--- config.mk ---
export PLATFORM = sky130hd
export DESIGN_NAME = write_buffer
export DESIGN_NICKNAME = d
export VERILOG_FILES = /design/src/rtl/wb_pkg.sv /design/src/rtl/wb_fifo.sv /design/src/rtl/write_buffer.sv
export SDC_FILE = /design/constraint.sdc
export NUM_CORES = 1
export LEC_CHECK = 0
export ABC_CLOCK_PERIOD_IN_PS = 3700
export BUFFER_PORTS_ARGS = -buffer_cell sky130_fd_sc_hd__buf_2
export CAP_MARGIN = 30
export CORE_ASPECT_RATIO = 2
export CORE_MARGIN = 3
export CORE_UTILIZATION = 49
export CTS_BUF_LIST = sky130_fd_sc_hd__clkbuf_4 sky130_fd_sc_hd__clkbuf_8 sky130_fd_sc_hd__clkbuf_16
export DETAILED_ROUTE_END_ITERATION = 10
export HOLD_SLACK_MARGIN = 0.06
export PLACE_DENSITY_LB_ADDON = 0.15
export SLEW_MARGIN = 10
export SYNTH_ARGS = -nofsm -noshare
export SYNTH_HDL_FRONTEND = slang
export SYNTH_SLANG_ARGS = --single-unit
--- constraint.sdc ---
create_clock -name clk -period 3.7 [get_ports clk]
set_clock_uncertainty 0.05 [all_clocks]
set_input_delay 0.185 -clock clk [delete_from_list [all_inputs] [get_ports clk]]
set_output_delay 0.185 -clock clk [all_outputs]
set_load 0.02 [all_outputs]
--- src/rtl/wb_pkg.sv ---
// Shared types and default widths for the posted-write buffer.
package wb_pkg;

    localparam int WB_AW    = 32;
    localparam int WB_DW    = 32;
    localparam int WB_DEPTH = 4;

    typedef enum logic {
        WB_IDLE = 1'b0,
        WB_REQ  = 1'b1
    } wb_state_t;

    typedef struct packed {
        logic [WB_AW-1:0] addr;
        logic [WB_DW-1:0] data;
    } wb_entry_t;

endpackage

--- src/rtl/wb_fifo.sv ---
// In-order circular store queue with occupancy counter; also exposes every
// slot in age order (index 0 = oldest) so the owner can run an associative lookup.
module wb_fifo
    import wb_pkg::*;
#(
    parameter int  DEPTH   = WB_DEPTH,
    parameter type entry_t = wb_entry_t,
    parameter int  CW      = $clog2(DEPTH + 1)
) (
    input  logic                  clk,
    input  logic                  rst,
    input  logic                  push,
    input  entry_t                push_entry,
    input  logic                  pop,
    output entry_t                head,
    output logic [CW-1:0]         count,
    output logic [CW-1:0]         count_next,
    output logic [DEPTH-1:0]      entry_valid,
    output entry_t [DEPTH-1:0]    entries
);

    localparam int PW = $clog2(DEPTH);

    entry_t        mem [DEPTH];
    logic [PW-1:0] wptr;
    logic [PW-1:0] rptr;

    // Pointers wrap for free because DEPTH is a power of two.
    always_ff @(posedge clk) begin
        if (rst) begin
            wptr  <= '0;
            rptr  <= '0;
            count <= '0;
        end else begin
            if (push) wptr <= wptr + PW'(1);
            if (pop)  rptr <= rptr + PW'(1);
            count <= count_next;
        end
    end

    // NOTE: storage carries no reset; an entry is only meaningful while count covers it.
    always_ff @(posedge clk) begin
        if (push) mem[wptr] <= push_entry;
    end

    always_comb begin
        unique case ({push, pop})
            2'b10:   count_next = count + CW'(1);
            2'b01:   count_next = count - CW'(1);
            default: count_next = count;
        endcase
    end

    assign head = mem[rptr];

    always_comb begin
        for (int k = 0; k < DEPTH; k++) begin
            entries[k]     = mem[rptr + PW'(k)];
            entry_valid[k] = (CW'(k) < count);
        end
    end

endmodule

--- src/rtl/write_buffer.sv ---
// Posted-write buffer: FIFO of cache stores drained to RAM by a req/ack engine,
// with a combinational pending-store lookup. Define WB_FORWARD_EN to forward lk_data.
module write_buffer
    import wb_pkg::*;
#(
    parameter int AW    = WB_AW,
    parameter int DW    = WB_DW,
    parameter int DEPTH = WB_DEPTH,
    parameter int CW    = $clog2(DEPTH + 1)
) (
    input  logic          clk,
    input  logic          rst,
    input  logic          wr_valid,
    output logic          wr_ready,
    input  logic [AW-1:0] wr_addr,
    input  logic [DW-1:0] wr_data,
    input  logic [AW-1:0] lk_addr,
    output logic          lk_match,
    output logic [DW-1:0] lk_data,
    output logic          ram_req,
    output logic [AW-1:0] ram_addr,
    output logic [DW-1:0] ram_wdata,
    input  logic          ram_ack,
    output logic [CW-1:0] count,
    output logic          empty
);

    typedef struct packed {
        logic [AW-1:0] addr;
        logic [DW-1:0] data;
    } entry_t;

    wb_state_t            state;
    logic                 push;
    logic                 pop;
    entry_t               push_entry;
    entry_t               head;
    logic [CW-1:0]        count_next;
    logic [DEPTH-1:0]     entry_valid;
    entry_t [DEPTH-1:0]   entries;

    // Readiness looks only at registered occupancy, so a same-cycle pop never frees a slot.
    assign wr_ready   = !rst && (count != CW'(DEPTH));
    assign push       = wr_valid && wr_ready;
    assign pop        = (state == WB_REQ) && ram_ack;
    assign push_entry = '{addr: wr_addr, data: wr_data};
    assign empty      = (count == '0);

    wb_fifo #(
        .DEPTH   (DEPTH),
        .entry_t (entry_t),
        .CW      (CW)
    ) u_fifo (
        .clk         (clk),
        .rst         (rst),
        .push        (push),
        .push_entry  (push_entry),
        .pop         (pop),
        .head        (head),
        .count       (count),
        .count_next  (count_next),
        .entry_valid (entry_valid),
        .entries     (entries)
    );

    // Leaving IDLE on count_next lets a store pushed at edge N be requested in cycle N+1.
    always_ff @(posedge clk) begin
        if (rst) begin
            state <= WB_IDLE;
        end else begin
            unique case (state)
                WB_IDLE: if (count_next != '0) state <= WB_REQ;
                WB_REQ:  if (pop && count_next == '0) state <= WB_IDLE;
                default: state <= WB_IDLE;
            endcase
        end
    end

    assign ram_req   = (state == WB_REQ);
    assign ram_addr  = ram_req ? head.addr : '0;
    assign ram_wdata = ram_req ? head.data : '0;

`ifdef WB_FORWARD_EN
    // Scan oldest to newest so the newest hit overwrites older ones.
    always_comb begin
        // NOTE: defaults first so no path through the loop can infer a latch.
        lk_match = 1'b0;
        lk_data  = '0;
        for (int k = 0; k < DEPTH; k++) begin
            if (!rst && entry_valid[k] && entries[k].addr == lk_addr) begin
                lk_match = 1'b1;
                lk_data  = entries[k].data;
            end
        end
    end
`else
    always_comb begin
        lk_match = 1'b0;
        for (int k = 0; k < DEPTH; k++) begin
            if (!rst && entry_valid[k] && entries[k].addr == lk_addr) lk_match = 1'b1;
        end
    end

    assign lk_data = '0;
`endif

endmodule

# Word-level counts from Yosys, hierarchy flattened

Memories as Yosys holds them, arrays and structs flattened. A register that Yosys moved wholly into a read port is not among the register bits.
Cells that the tools add are included.

Word-level logic and storage cells: 53
RAM bits: 256
Register bits after elaboration: 8
Memories kept: 1
Output and inout port bits: 103
Input bits: 100

Reduce and logical (&&, ||, !) cells: 16
Order comparisons: 4
Bitwise operators: 1
$add $sub $neg: 6
Eq/ne operators: 7
Muxes and demuxes: 14

Memories:

| name       | depth | bits a word | rd ports | clocked after memory_dff | write ports | line          | RTL |
|---|---|---|---|---|---|---|---|
| u_fifo.mem | 4     | 64          | 4        | 1                        | 1           | wb_fifo.sv:24 | `entry_t mem [DEPTH];` |

Operators with widths:

| operator                                                            | count |
|---|---|
| 32-bit == test                                                      | 4 |
| 32-bit 2-to-1 mux                                                   | 2 |
| 1-bit logical AND                                                   | 12 |
| 1-bit 2-to-1 mux                                                    | 8 |
| 3-bit zero test                                                     | 2 |
| 1-bit by 3-bit < comparator with 1-bit output, first input constant | 2 |
| 2-bit by 3-bit < comparator with 1-bit output, first input constant | 2 |
| 3-bit case mux with 2 select lines                                  | 1 |
| 2-bit by 1-bit adder with 2-bit output, second input constant       | 2 |
| 2-bit adder, second input constant                                  | 2 |
| 2-bit 2-to-1 mux                                                    | 2 |
| 3-bit by 1-bit adder with 3-bit output, second input constant       | 1 |
| 3-bit inequality test, second input constant                        | 1 |
| 3-bit nonzero test                                                  | 1 |
| 3-bit by 1-bit subtractor with 3-bit output, second input constant  | 1 |
| 2-bit by 1-bit == test with 1-bit output, second input constant     | 1 |
| 2-bit == test, second input constant                                | 1 |
| 1-bit case mux with 2 select lines                                  | 1 |
| 1-bit zero test                                                     | 1 |
| 1-bit inverter                                                      | 1 |

# Logic depth before layout (Yosys ltp)

Word-level depth: 9
Gate-level depth with buffers: 11
Gate-level depth less buffers: 10

# Hierarchy

A second synthesis with hierarchy kept.

Cells, all modules: 1,011
Area, all modules: 17,335.4 um2

Modules (own cells, without submodules):

| module       | instances | cells each | seq. area each (um2) | area each (um2) |
|---|---|---|---|---|
| wb_fifo      | 1         | 697        | 7,867.5              | 14,926.8 |
| write_buffer | 1         | 314        | 20.0                 | 2,408.6 |

# Worst setup path before layout

OpenSTA, ideal clock, no wires.

Kind: register -> register
Start point: register u_fifo.count[0]
End point: memory u_fifo.mem[0][0] in the netlist's numbering, enable pin
Required time: 3,221 ps
Slack: 206 ps
Buffers on the path: 0
Arrival: 3,015 ps
Stages on the path, launching flop included: 5
Setup time: 429 ps
Clock period less this slack: 3,494 ps
Cell sequence: dfxtp_1 > inv_1 > ha_1 > a21oi_1 > and3_1

Word-level cells in the longest chain between the ends: 5

Ends and longest elaborated chain:

| item                                   | line               | RTL |
|---|---|---|
| start: declaration                     | wb_fifo.sv:16      | `output logic [CW-1:0] count,` |
| start signal: assignment               | wb_fifo.sv:37      | `count <= count_next;` |
| 3-bit inequality test                  | write_buffer.sv:43 | `assign wr_ready = !rst && (count != CW'(DEPTH));` |
| 1-bit logical AND                      | write_buffer.sv:43 |  |
| via wr_ready                           | write_buffer.sv:14 | `output logic wr_ready,` |
| 1-bit logical AND                      | write_buffer.sv:44 | `assign push = wr_valid && wr_ready;` |
| 1-bit 2-to-1 mux                       | wb_fifo.sv:43      | `if (push) mem[wptr] <= push_entry;` |
| 1-bit 2-to-1 mux (not written as such) | wb_fifo.sv:43      |  |
| end: declaration                       | wb_fifo.sv:24      |  |

The timed path passes the listed nets, and every way through them passes these cells.

# Worst setup path in the final report

Start point: register u_fifo.rptr[1]
End point: output lk_match

Word-level cells in the longest chain between the ends: 7
Elaborated cells on any way between the ends: 13
Classes of those cells: add/sub: 3; eq/ne: 3; mux: 3; reduce/logical: 3; memory: 1

Ends and longest elaborated chain:

| item                                   | line                | RTL |
|---|---|---|
| start: declaration                     | wb_fifo.sv:26       | `logic [PW-1:0] rptr;` |
| start signal: assignment               | wb_fifo.sv:36       | `if (pop) rptr <= rptr + PW'(1);` |
| 2-bit by 1-bit adder with 2-bit output | wb_fifo.sv:58       | `entries[k] = mem[rptr + PW'(k)];` |
| memory 4 x 64 bit (*)                  | -                   |  |
| 32-bit == test                         | write_buffer.sv:100 | `if (!rst && entry_valid[k] && entries[k].addr == lk_addr) lk_match = 1'b1;` |
| 1-bit logical AND                      | write_buffer.sv:100 |  |
| 1-bit 2-to-1 mux (2 in a row)          | write_buffer.sv:100 |  |
| 1-bit 2-to-1 mux (*)                   | write_buffer.sv:100 |  |
| end: declaration                       | write_buffer.sv:18  | `output logic lk_match,` |

Every way passes the cells marked *; elsewhere a longest branch is shown, timed or not.

==> flow_summary_export.csv <==
group,metric,value,unit
sta,setup_violations,0,
finish,area_growth_syn_to_layout,18.2,%
setup_path,cp-end-kind,"output port",
sta,layout_min_cycle_time,3590,ps
sta,period_share,96.9,%
clock_network,path_clk_slew,60,ps
clock_network,cts_tree,"done",
sta,maxSlewHeadroom,47.1,%
clock_network,h-tree-depth,1,
global_route,antenna_found_initial,6,
sta,fmax,279,MHz
worst_hold_path,hold_path_class,"input pin to flop",
clock_network,clkLatencyLatePin,530,ps
setup_path,crit_slowest_cell,"dfxtp_4",
global_route,grt_max_degree,67,
power_and_ir_drop,p_clk_share,33.9,%
route,firstDrtPassIters,5,
power_and_ir_drop,power_switching,0.00171,W
floorplanning,io_pins,203,
finish,fillers,2254,
floorplanning,fp.dieArea,31800,um^2
setup_path,required,3460,ps
power_and_ir_drop,pwr-share-seq,50.1,%
route,wl_per_cell,26.5,um
global_route,grt_pass1_wl,59100,um
status,run_status,"finished clean",
route,drt_iter0_drc,628,
floorplanning,coreArea,29000,um^2
clock_network,numCtsBuffers,25,
synth,ys_types,46,
route,drtAntennaViolNets,0,
route,num_vias,9021,
setup_path,max_stage_delay,570,ps
finish,fin_nets,1237,
route,drc,0,
sta,finalHoldViolCount,0,
clock_network,clk_path_buf_depth,3,
synth,synth-seq-cells,266,
power_and_ir_drop,peakVddDrop,0.000451,V
setup_path,path_max_fanout,20,
placed_design,gp_congestion,1.04,
placed_design,dp_slack,554,ps
placed_design,port_buffers,170,
floorplanning,fp.dieH,249,um
power_and_ir_drop,leakage,5.72,nW
sta,finalWorstSetupSlack,114,ps
sta,worst_slew_pin_slew,784,ps
synth,avgSynthCellArea,16.1,um^2
floorplanning,row_count,88,
clock_network,clock-sinks,266,
floorplanning,dieWidth,128,um
power_and_ir_drop,p_per_area,399,nW/um^2
synth,synth_flop_cell,"edfxtp_1",
synth,syn_inst,899,
route,wl,40000,um
synth,yosysSeqAreaShare,54.5,%
sta,whs,194,ps
clock_network,root_buffer,"clkbuf_16",
finish,drive_gt1_share,33.6,%
sta,slew_violations,0,
power_and_ir_drop,switching_share,25.1,%
global_route,grt_overflow,0,
power_and_ir_drop,p_int,0.00512,W
power_and_ir_drop,comb_power_share,16.0,%
synth,netlist_area,14500,um^2
placed_design,dp_hpwl,28200,um
floorplanning,start_util,50.0,%
setup_path,path_cells,"buf_4 -> mux4_2 -> xnor2_1 -> nand4_1 -> nor4_1 -> nand3_1 -> nand4_1 -> buf_4",
synth,ys_warn_count,0,
setup_path,crit_path_start_kind,"flop",
global_route,track_usage,25.0,%
synth,synth_edf_count,256,
setup_path,critPathArrivalTime,3350,ps
job,cap_violations,0,
synth,synth-async-reset-ratio,0,%
route,routed_via_density,5.98,
setup_path,critical_path_class,"flop to output port",
global_route,grt_pass1_vias,9496,
==> metal layers <==
metal | global-route usage, % | share of wire (%) | up-vias | wire length, um
li1 | - | - | 3955 | -
met4 | 13.7 | 6.0 | 0 | 2390
met5 | 0 | 0 | - | 0
met2 | 45.2 | 55 | 341 | 22200
met1 | 27.8 | 33 | 4633 | 13400
met3 | 3.65 | 5.1 | 92 | 2040
==> layout by cell type (no fill, tap or decap), types with 24 or more instances in the layout <==
cell           netlist  final
and2_1              63     63
buf_2               17    169
clkbuf_16            0     26
conb_1               1     32
dlygate4sd3_1        0     67
edfxtp_1           256    256
mux2i_1             60     60
mux4_2             130    130
nor2_1              24     24
xnor2_1             82     81
xor2_1              32     32
==> cell families after synthesis <==
| group | synth area share (%) |
|---|---|
| buf+inv | 4.42 |
| other cells | 0.0259 |
| compound gates | 2.60 |
| xor+xnor | 6.89 |
| mux | 24.8 |
| simple gates | 5.81 |
| flops | 54.5 |
| fa+ha+maj | 0.950 |
==> stage by stage <==
stage                     util (%)  power [W]  instances  TNS, ps  instance area (um^2)
after floorplan                  -    0.00417        930        0                 14600
after global placement        53.9    0.00451       1390        0                 15600
after detailed placement      53.9    0.00451       1390        0                 15600
after CTS                     58.8    0.00688       1501        0                 17000
after global routing          59.1    0.00708       1509  -0.0315                 17100
final                         59.1    0.00683       1509        0                 17100
==> sequential cells by signal (all words and copies together), names as in the netlist, named ones only <==
signal        count
ram_req           1
u_fifo.count      3
u_fifo.mem      256
u_fifo.rptr       2
u_fifo.wptr       2
==> power groups by stage <==
stage | clock, W | sequential, W | combinational, W
3_5_place_dp | 0 | 0.00349 | 0.00102
3_3_place_gp | 0 | 0.00348 | 0.00102
2_1_floorplan | 0 | 0.00348 | 0.000691
6_report | 0.00231 | 0.00342 | 0.00109
4_1_cts | 0.00237 | 0.00342 | 0.00109
5_1_grt | 0.00249 | 0.00343 | 0.00116
==> what timing repair did <==
item                       in CTS  in global routing
setup endpoints to repair       1                  1
setup buffers                   0                  1
gates cloned                    0                  1
hold endpoints to repair      264                  0
hold buffers                   67                  0
resized for setup               1                  9
pin swaps                       0                  2
==> path summary, 6_finish.rpt <==
path / startpoint / endpoint / slack [ps] / cells past startpoint
setup / recovery: u_fifo.rptr[1] / lk_match / 110 / 8
hold / removal: wr_valid / u_fifo.wptr[0] / 190 / 5
setup reg to reg: u_fifo.count[0] / ram_req / 630 / 8
hold reg to reg: u_fifo.wptr[0] / u_fifo.wptr[0] / 550 / 2
==> cell usage after synthesis (all sizes together), types with 3 or more instances <==
cell	n	share of area [%]
mux4	130	20
a22oi	4	0.21
o22ai	8	0.35
nor3	5	0.17
nand2	7	0.18
buf	73	3.5
nor4	10	0.43
and3	4	0.17
o2bb2ai	3	0.18
inv	15	0.39
a21oi	13	0.45
mux2	6	0.47
xor2	32	1.9
nand3	4	0.14
and2	63	2.7
edfxtp	256	53
mux2i	60	4.1
nor2b	3	0.13
dfxtp	10	1.4
o21ai	4	0.14
xnor2	82	5.0
a221oi	3	0.18
nor2	24	0.62
nand4	23	0.99
clkbuf	22	0.57
ha	11	0.95
==> worst max-delay path: cells and delay by family, from the launching register on <==
| family | cells | cell delay [ps] |
|---|---|---|
| multiplexers | 1 | 370 |
| flip-flops | 1 | 570 |
| AND/OR/NAND/NOR | 4 | 870 |
| buffers and inverters | 2 | 530 |
| XOR/XNOR | 1 | 470 |
==> cell type report <==
| cell class | count | area [um^2] | share of cell area [%] |
|---|---|---|---|
| timing repair buffer | 264 | 1860 | 10.9 |
| antenna | 6 | 15.0 | 0.0877 |
| multi-input combinational | 554 | 6100 | 35.7 |
| sequential | 266 | 7900 | 46.2 |
| tap | 360 | 450 | 2.63 |
| clock buffer | 29 | 656 | 3.83 |
| inverter | 15 | 56.3 | 0.329 |
| clock inverter | 15 | 73.8 | 0.431 |
Note: power is estimated with default switching activity, not from simulation.
